File: config.mk
export PLATFORM = sky130hd
export DESIGN_NAME = phy_rx_lanes
export DESIGN_NICKNAME = d
export VERILOG_FILES = /design/src/rtl/phy_rx_pkg.sv /design/src/rtl/phy_rx_lane.sv /design/src/rtl/phy_rx_lanes.sv
export SDC_FILE = /design/constraint.sdc
export NUM_CORES = 1
export LEC_CHECK = 0
export CAP_MARGIN = 0
export CORE_ASPECT_RATIO = 0.5
export CORE_MARGIN = 2
export CORE_UTILIZATION = 55
export DETAILED_ROUTE_END_ITERATION = 8
export HOLD_SLACK_MARGIN = 0.06
export PLACE_DENSITY = 0.74
export SLEW_MARGIN = 5
export SYNTH_ARGS = -nofsm -noshare
export SYNTH_HDL_FRONTEND = slang
export SYNTH_SLANG_ARGS = --single-unit
File: constraint.sdc
create_clock -name clk_32f -period 2.6 [get_ports clk_32f]
set_clock_uncertainty 0.2 [all_clocks]
set_input_delay 0.26 -clock clk_32f [delete_from_list [all_inputs] [get_ports clk_32f]]
set_output_delay 0.26 -clock clk_32f [all_outputs]
set_load 0.01 [all_outputs]
File: src/rtl/phy_rx_pkg.sv
// phy_rx shared types: symbol defaults,
// lane-state and symbol-class encodings.
package phy_rx_pkg;

  localparam logic [7:0] COM_SYM  = 8'hBC;
  localparam logic [7:0] IDLE_SYM = 8'h7C;

  typedef enum logic [1:0] {
    HUNT,
    COUNT,
    ACTIVE
  } lane_st_e;

  typedef enum logic [1:0] {
    CLS_COM,
    CLS_IDLE,
    CLS_DATA
  } sym_cls_e;

  function automatic sym_cls_e classify(
    input logic [7:0] s,
    input logic [7:0] com,
    input logic [7:0] idle
  );
    sym_cls_e c;
    c = CLS_DATA;
    if (s == com) c = CLS_COM;
    else if (s == idle) c = CLS_IDLE;
    return c;
  endfunction

endpackage

File: src/rtl/phy_rx_lane.sv
// One receive lane: deserialiser, COM
// alignment FSM and symbol classifier.
module phy_rx_lane
  import phy_rx_pkg::*;
#(
  parameter logic [7:0] COM  = COM_SYM,
  parameter logic [7:0] IDLE = IDLE_SYM,
  parameter int ALIGN_COUNT  = 4
) (
  input  logic       clk_32f,
  input  logic       reset,
  input  logic       bit_i,
  output logic [7:0] sym_o,
  output sym_cls_e   cls_o,
  output logic       stb_o,
  output logic       act_o
);

  localparam int HW = $clog2(ALIGN_COUNT + 1);
  localparam logic [HW-1:0] ACNT = HW'(ALIGN_COUNT);

  logic [7:0]    shift_q, shift_d;
  logic [2:0]    cnt_q, cnt_d;
  logic [HW-1:0] hits_q, hits_d;
  lane_st_e      st_q, st_d;
  logic          bnd;

  assign shift_d = {shift_q[6:0], bit_i};
  assign bnd     = (cnt_q == 3'd7);

  // alignment: hunt any bit offset, then
  // confirm COMs on symbol boundaries
  always_comb begin
    st_d   = st_q;
    hits_d = hits_q;
    cnt_d  = cnt_q + 3'd1;
    unique case (st_q)
      HUNT: begin
        if (shift_d == COM) begin
          cnt_d  = 3'd0;
          hits_d = HW'(1);
          st_d   = (ACNT == HW'(1)) ? ACTIVE : COUNT;
        end
      end
      COUNT: begin
        if (bnd) begin
          if (shift_d == COM) begin
            hits_d = hits_q + HW'(1);
            if (hits_d == ACNT) st_d = ACTIVE;
          end else begin
            hits_d = '0;
            st_d   = HUNT;
          end
        end
      end
      ACTIVE: begin
      end
      default: st_d = HUNT;
    endcase
  end

  // lane state registers
  always_ff @(posedge clk_32f or negedge reset) begin
    if (!reset) begin
      shift_q <= '0;
      cnt_q   <= '0;
      hits_q  <= '0;
      st_q    <= HUNT;
    end else begin
      shift_q <= shift_d;
      cnt_q   <= cnt_d;
      hits_q  <= hits_d;
      st_q    <= st_d;
    end
  end

  // symbol is seen on the edge shifting
  // in its last bit; top registers it
  assign sym_o = shift_d;
  assign cls_o = classify(shift_d, COM, IDLE);
  assign stb_o = (st_q == ACTIVE) && bnd;
  assign act_o = (st_q == ACTIVE);

endmodule

File: src/rtl/phy_rx_lanes.sv
// N-lane PHY receive path and unstriper.
// Optional err_cnt: PHY_RX_ERRCNT_EN.
module phy_rx_lanes
  import phy_rx_pkg::*;
#(
  parameter int LANES          = 2,
  parameter int BYTES_PER_WORD = 4,
  parameter logic [7:0] COM    = COM_SYM,
  parameter logic [7:0] IDLE   = IDLE_SYM,
  parameter int ALIGN_COUNT    = 4
) (
  input  logic                        clk_32f,
  input  logic                        reset,
  input  logic [LANES-1:0]            data_in,
  output logic [8*BYTES_PER_WORD-1:0] data_out,
  output logic                        valid_out,
  output logic                        active_out,
  output logic                        err_out
`ifdef PHY_RX_ERRCNT_EN
  ,
  output logic [7:0]                  err_cnt
`endif
);

  localparam int TPW = BYTES_PER_WORD / LANES;
  localparam int CW  = $clog2(TPW) + 1;
  localparam int W   = 8 * BYTES_PER_WORD;

  logic [7:0]         sym [LANES];
  sym_cls_e           cls [LANES];
  logic [LANES-1:0]   stb, act, is_data;
  logic [8*LANES-1:0] tbytes;

  for (genvar g = 0; g < LANES; g++) begin : g_lane
    phy_rx_lane #(
      .COM         (COM),
      .IDLE        (IDLE),
      .ALIGN_COUNT (ALIGN_COUNT)
    ) u_lane (
      .clk_32f (clk_32f),
      .reset   (reset),
      .bit_i   (data_in[g]),
      .sym_o   (sym[g]),
      .cls_o   (cls[g]),
      .stb_o   (stb[g]),
      .act_o   (act[g])
    );
    assign is_data[g] = (cls[g] == CLS_DATA);
    assign tbytes[8*(LANES-1-g) +: 8] = sym[g];
  end

  logic [W-1:0]  acc_q, acc_d, dout_q, dout_d;
  logic [W-1:0]  tick_w;
  logic [CW-1:0] cnt_q, cnt_d;
  logic          vld_q, vld_d;
  logic          err_q, err_d;
  logic          act_q;
  logic          tick, all_data, all_ctl;

  assign tick     = stb[0] && act_q;
  assign all_data = &is_data;
  assign all_ctl  = ~|is_data;

  // unstriper: lane 0 first, MSB first;
  // control-only ticks are skipped
  always_comb begin
    acc_d  = acc_q;
    cnt_d  = cnt_q;
    dout_d = dout_q;
    vld_d  = 1'b0;
    err_d  = 1'b0;
    tick_w = '0;
    tick_w[8*LANES-1:0] = tbytes;
    if (tick) begin
      unique case (1'b1)
        all_data: begin
          acc_d = (acc_q << (8 * LANES)) | tick_w;
          if (cnt_q == CW'(TPW - 1)) begin
            dout_d = acc_d;
            vld_d  = 1'b1;
            cnt_d  = '0;
          end else begin
            cnt_d = cnt_q + CW'(1);
          end
        end
        all_ctl: begin
        end
        default: begin
          acc_d = '0;
          cnt_d = '0;
          err_d = 1'b1;
        end
      endcase
    end
  end

  // word, strobe and status registers
  always_ff @(posedge clk_32f or negedge reset) begin
    if (!reset) begin
      acc_q  <= '0;
      cnt_q  <= '0;
      dout_q <= '0;
      vld_q  <= 1'b0;
      err_q  <= 1'b0;
      act_q  <= 1'b0;
    end else begin
      acc_q  <= acc_d;
      cnt_q  <= cnt_d;
      dout_q <= dout_d;
      vld_q  <= vld_d;
      err_q  <= err_d;
      act_q  <= &act;
    end
  end

  assign data_out   = dout_q;
  assign valid_out  = vld_q;
  assign active_out = act_q;
  assign err_out    = err_q;

`ifdef PHY_RX_ERRCNT_EN
  logic [7:0] ecnt_q;

  // saturating striping-error count
  always_ff @(posedge clk_32f or negedge reset) begin
    if (!reset) ecnt_q <= '0;
    else if (err_d && ecnt_q != 8'hFF)
      ecnt_q <= ecnt_q + 8'd1;
  end

  assign err_cnt = ecnt_q;
`endif

endmodule

==> run_results.csv, run 1 <==
group,metric,value,unit
status,status,"finished, final reports clean",
sta,tightest_slew,476.4,ps
global_routing,grt_pass1_wl,11160,µm
detailed_routing,via_count,2261,
setup_path,path_cells,"nand4_1, or4_1, ha_1, nand2_1, nor3_4, buf_12, buf_12, mux2_2",
cts,clkLatencyLatePin,340,ps
synthesis,synth.distinct_cells,40,
synthesis,syn_area,3402,µm²
setup_path,path_max_fanout,12,
synthesis,syn-num-nets,281,
pwr,power.density,708.7,nW/µm²
sta,rsz0062_at_grt,"false",
sta,fin_crit_sh,92.80,%
cts,path_clk_slew,60,ps
sta,hold_violations,0,
synthesis,synth-seq-cells,83,
global_routing,antenna_found_initial,0,
setup_path,crit_path_end_kind,"flop",
run,cap_violations,0,
pwr,finalPower,3111,µW
sta,fin_crit,2413,ps
sta,worst_slack,187.2,ps
final_layout,diodes,0,
sta,fmax,0.4145,GHz
floorplanning,start_util,56.41,%
setup_path,crit_slowest_cell,"or4_1",
synthesis,synth-edff-count,0,
place,dpl-instance-area,3990,µm²
global_routing,grt_usage,22.18,%
global_routing,overflow,0,
floorplanning,dieArea,6869,µm²
final_layout,fin_cells,416,
synthesis,yosysSeqAreaShare,61.05,%
final_layout,drive_above_1_share,21.65,%
place,place.gp.congestion,0.8077,
place,place_hpwl,4457,µm
sta,relSlewSlack,67.95,%
floorplanning,io_pins,39,
floorplanning,coreArea,6031,µm²
global_routing,grt_start_max_net_pins,84,
min_path,hp-class,"reg2reg",
cts,h-tree-depth,3,
sta,hold_slack,228.5,ps
setup_path,startpoint_type,"flop",
synthesis,syn-instance-count,267,
cts,cts_tree,"done",
floorplanning,die_x,115.2,µm
detailed_routing,ant_nets,0,
cts,cts_sinks,83,
sta,setup-violations-final,0,
cts,clockBufferDepth,2,
detailed_routing,drt_pass1_iterations,4,
detailed_routing,routed_wl,6702,µm
floorplanning,row_count,20,
synthesis,yosys_most_used_dff,"dfrtp_1",
detailed_routing,via_per_inst,5.435,
synthesis,yosysTopAreaCell,"dfrtp_1",
detailed_routing,drc_errors,0,
global_routing,grt_pass1_vias,2280,
synthesis,synth_top_area_share,61.05,%
synthesis,synthArstFlopShare,100.0,%
synthesis,syn_area_per_cell,12.74,µm²
setup_path,cp.required,2620,ps
place,place_ws,-124.9,ps
place,io_buffer_count,38,
floorplanning,die_y,59.61,µm
detailed_routing,drt_iter0_markers,175,
pwr,vdd_drop_max,0.5707,mV
place,dp.cells,396,
synthesis,yosys_warnings,0,
final_layout,area_growth,29.05,%
setup_path,cpMostUsedCell,"buf_12",
detailed_routing,wl_per_cell,16.11,µm
synthesis,synth_area_leaders,"dfrtp_1 61%, mux2_2 11%, o21ai_0 5.6%, ha_1 3.7%, nand2_1 2.2%",
setup_path,critical_path.max_stage_delay,560,ps
cts,cts_buffers,9,
final_layout,nets,337,
final_layout,fin_area,4390,µm²
cts,clockRootBuffer,"clkbuf_16",
sta,maxSlewViolCount,0,
pwr,p_leak,0.002090,µW
setup_path,worstPathArrival,2440,ps
setup_path,path_class,"reg2reg",
[layout make-up]
class                      count  area [µm²]
clock buffer                  11       242.7
clock inverter                 5       100.1
fill                         408        1640
inverter                       4       15.01
multi-input combinational    167        1252
sequential                    83        2077
tap                           88       110.1
timing repair buffer          58       593.1
[kinds of logic (layout without fill, tap and decap cells)]
kind of cell    Yosys count  in the layout  synth area share [%]
compound gates           52             52                 8.937
fa+ha+maj                10             10                 3.678
buf+inv                  17             78                 2.317
xor+xnor                  4              4                 1.030
simple gates             67             67                 11.77
flops                    83             83                 61.05
mux                      34             34                 11.22
[critical path, delay by kind of cell (launching register included)]
kind	cells	cell delay [ps]
buffers and inverters	2	280
adder cells (fa/ha/maj)	1	240
AND/OR/NAND/NOR	4	880
flip-flops	1	420
multiplexers	1	270
[cells in the final DEF (no fill, tap or decap), types with 2 or more instances in the layout]
cell type / netlist / routed
clkinv_2: 0 / 2
xor2_1: 3 / 3
nor3_1: 2 / 2
buf_4: 3 / 15
ha_1: 10 / 10
mux2_2: 33 / 33
nand4bb_1: 2 / 2
dfrtp_1: 83 / 83
inv_1: 4 / 4
nand2_1: 20 / 20
or4_1: 2 / 2
nor4_1: 2 / 2
nor2b_1: 11 / 11
nand3_1: 4 / 4
nand4_1: 4 / 4
nor4bb_1: 2 / 2
nor2_1: 5 / 5
a311o_1: 2 / 2
clkbuf_16: 0 / 9
nand2b_1: 5 / 5
bufinv_16: 0 / 3
a21oi_1: 2 / 2
buf_12: 0 / 5
o21a_1: 2 / 2
a2bb2oi_1: 2 / 2
o21ai_0: 38 / 38
clkdlybuf4s50_1: 0 / 37
[registers in the layout, summed over array words and instances (netlist names), 2 cells and up]
signal                 flops
g_lane.u_lane.hits_q       6
g_lane.u_lane.st_q         4
acc_q                     16
g_lane.u_lane.shift_q     14
g_lane.u_lane.cnt_q        6
data_out                  32
cnt_q                      2
[per-layer routing]
| layer | vias to the layer above | wire, µm | GRT usage (%) |
|---|---|---|---|
| met4 | 0 | 138 | 9.811 |
| met5 | - | 0 | 0 |
| met2 | 51 | 3224 | 34.87 |
| li1 | 1062 | - | - |
| met1 | 1127 | 3069 | 28.41 |
| met3 | 21 | 270 | 7.771 |
[metrics by stage]
stage	setup TNS, ps	util, %
final	0	72.80
after global routing	0	72.80
after CTS	0	72.01
after detailed placement	-2483	66.16
after global placement	-1540	66.16
after floorplan	0	-
[Yosys cell counts (all sizes together), types with 5 or more instances]
library cell / instances
nand2: 20
ha: 10
mux2: 33
nor2b: 11
buf: 6
o21ai: 38
nand2b: 5
nor2: 5
dfrtp: 83
clkbuf: 7
[worst paths after layout]
check / startpoint / to / slack, ps / cells after the start
max: g_lane[0].u_lane.shift_q[4] / data_out[6] / 190 / 8
min: g_lane[0].u_lane.cnt_q[0] / g_lane[0].u_lane.cnt_q[0] / 230 / 1
max reg2reg: g_lane[0].u_lane.shift_q[4] / data_out[6] / 190 / 8
min reg2reg: g_lane[0].u_lane.cnt_q[0] / g_lane[0].u_lane.cnt_q[0] / 230 / 1
max in group asynchronous: reset / data_out[11] / 1570 / 3
min in group asynchronous: reset / data_out[18] / 290 / 3
[repair_timing]
action                                  CTS  global route
gates resized for setup                   0             0
endpoints found under the hold margin    83             0
setup buffers                             0             3
endpoints found under the setup margin    0            22
hold buffers                              1             0
[power breakdown]
group | internal, µW | leakage (µW) | switching, µW | total (µW)
Clock | 961 | 0.000169 | 492 | 1450
Combinational | 106 | 0.000813 | 111 | 217
Sequential | 1370 | 0.00111 | 70.3 | 1440
No activity file was read; power rests on OpenSTA's default activity.
==> run 2, diff against run 1 <==
--- a/config.mk
+++ b/config.mk
@@ -12,6 +12,7 @@
 export DETAILED_ROUTE_END_ITERATION = 8
 export HOLD_SLACK_MARGIN = 0.06
 export PLACE_DENSITY = 0.74
+export SKIP_CTS_REPAIR_TIMING = 1
 export SLEW_MARGIN = 5
 export SYNTH_ARGS = -nofsm -noshare
 export SYNTH_HDL_FRONTEND = slang
==> constraint.sdc (replaced) <==
create_clock -name clk_32f -period 2.6 [get_ports clk_32f]
set_clock_uncertainty 0.2 [all_clocks]
set_input_delay 0.26 -clock clk_32f [delete_from_list [all_inputs] [get_ports clk_32f]]
set_output_delay 0.26 -clock clk_32f [all_outputs]
set_load 0.005 [all_outputs]
==> run_results.csv, run 2 (same netlist as run 1, synthesis figures left out) <==
group,metric,value,unit
final_layout,largest_reg_flops,32,
setup_path,path_max_fanout,12,
setup_path,worst-r2r-cell-count,8,
global_routing,grt_pass1_wl,11110,µm
pwr,p_leak,0.002090,µW
cts,clkLatencyLatePin,340,ps
final_layout,fin_area,4390,µm²
setup_path,crit_cells,8,
sta,rsz0062_at_grt,"false",
detailed_routing,ant_nets,0,
sta,relSlewSlack,67.95,%
cts,clockRootBuffer,"clkbuf_16",
detailed_routing,routed_wl,6701,µm
sta,fin_crit_sh,92.87,%
pwr,power.density,708.3,nW/µm²
global_routing,grt_pass1_vias,2270,
detailed_routing,drc_errors,0,
floorplanning,die_y,59.61,µm
setup_path,worstPathArrival,2440,ps
place,place_hpwl,4457,µm
setup_path,path_cells,"nand4_1, or4_1, ha_1, nand2_1, nor3_4, buf_12, buf_12, mux2_2",
setup_path,startpoint_type,"flop",
final_layout,area_growth,29.05,%
status,status,"finished, final reports clean",
global_routing,overflow,0,
cts,cts_buffers,9,
sta,hold_slack,228.5,ps
final_layout,nets,337,
global_routing,grt_usage,22.09,%
floorplanning,coreArea,6031,µm²
final_layout,layout_common_cells,"83 x dfrtp_1, 38 x o21ai_0, 37 x clkdlybuf4s50_1, 33 x mux2_2, 20 x nand2_1",
floorplanning,start_util,56.41,%
setup_path,critical_path.max_stage_delay,560,ps
sta,tightest_slew,476.4,ps
detailed_routing,drt_pass1_iterations,4,
place,dpl-instance-area,3990,µm²
cts,path_clk_slew,60,ps
min_path,min_delay_path_depth,1,
final_layout,fin_cells,416,
sta,setup-violations-final,0,
sta,maxSlewViolCount,0,
global_routing,antenna_found_initial,0,
place,dp.cells,396,
setup_path,cp.required,2620,ps
setup_path,crit_path_end_kind,"flop",
place,place.gp.congestion,0.8077,
setup_path,path_class,"reg2reg",
setup_path,critical_path.top_delay_family,"simple AND/OR/NAND/NOR gates",
detailed_routing,drt_iter0_markers,180,
cts,cts_sinks,83,
sta,fin_crit,2415,ps
floorplanning,io_pins,39,
floorplanning,row_count,20,
sta,fmax,0.4142,GHz
detailed_routing,via_per_inst,5.375,
run,cap_violations,0,
sta,hold_violations,0,
cts,clockBufferDepth,2,
global_routing,grt_start_max_net_pins,84,
detailed_routing,via_count,2236,
cts,cts_tree,"done",
setup_path,crit_buf_inv,2,
final_layout,diodes,0,
floorplanning,dieArea,6869,µm²
floorplanning,die_x,115.2,µm
place,io_buffer_count,38,
pwr,vdd_drop_max,0.5708,mV
setup_path,cpMostUsedCell,"buf_12",
final_layout,utilization,72.80,%
cts,h-tree-depth,3,
final_layout,drive_above_1_share,21.65,%
final_layout,layout_commonest_cell,"dfrtp_1",
min_path,hp-class,"reg2reg",
detailed_routing,wl_per_cell,16.11,µm
setup_path,crit_slowest_cell,"or4_1",
run 2: cell counts in the layout (fill, tap and decap cells not counted):
No cell type changed its count.
run 2: stage by stage:
| stage | power (µW) | worst slack (ps) | setup TNS (ps) |
|---|---|---|---|
| floorplan | 1584 | 235.6 | 0 |
| global placement | 1656 | -73.57 | -1540 |
| detailed placement | 1675 | -124.9 | -2483 |
| CTS | 3140 | 135.6 | 0 |
| global route | 3243 | 80.02 | 0 |
| finish | 3110 | 185.4 | 0 |
run 2: per-layer routing:
| layer | GRT usage (%) | vias to the layer above | wire length [µm] |
|---|---|---|---|
| li1 | - | 1062 | - |
| met4 | 9.811 | 0 | 120 |
| met5 | 0 | - | 0 |
| met2 | 34.71 | 51 | 3267 |
| met3 | 7.771 | 15 | 318 |
| met1 | 28.27 | 1108 | 2995 |
run 2: cell type report:
class,count,area [µm²]
clock buffer,11,242.7
clock inverter,5,100.1
fill,408,1640
inverter,4,15.01
multi-input combinational,167,1252
sequential,83,2077
tap,88,110.1
timing repair buffer,58,593.1
run 2: final timing paths:
path	end	slack (ps)	start
max in group asynchronous	acc_q[8]	1570	reset
setup / recovery	data_out[6]	190	g_lane[0].u_lane.shift_q[4]
hold reg to reg	g_lane[0].u_lane.cnt_q[0]	230	g_lane[0].u_lane.cnt_q[0]
min in group asynchronous	data_out[18]	300	reset
hold / removal	g_lane[0].u_lane.cnt_q[0]	230	g_lane[0].u_lane.cnt_q[0]
setup reg to reg	data_out[6]	190	g_lane[0].u_lane.shift_q[4]
run 2: power by group:
group | internal [µW] | switching [µW]
Combinational | 106 | 111
Sequential | 1370 | 70.1
Clock | 961 | 490
==> run 3, diff against run 2 <==
--- a/config.mk
+++ b/config.mk
@@ -12,7 +12,6 @@
 export DETAILED_ROUTE_END_ITERATION = 8
 export HOLD_SLACK_MARGIN = 0.06
 export PLACE_DENSITY = 0.74
-export SKIP_CTS_REPAIR_TIMING = 1
 export SLEW_MARGIN = 5
 export SYNTH_ARGS = -nofsm -noshare
 export SYNTH_HDL_FRONTEND = slang
==> results of run 3 <==
Same layout as run 1: the final DEF is identical, and so are final timing and power.
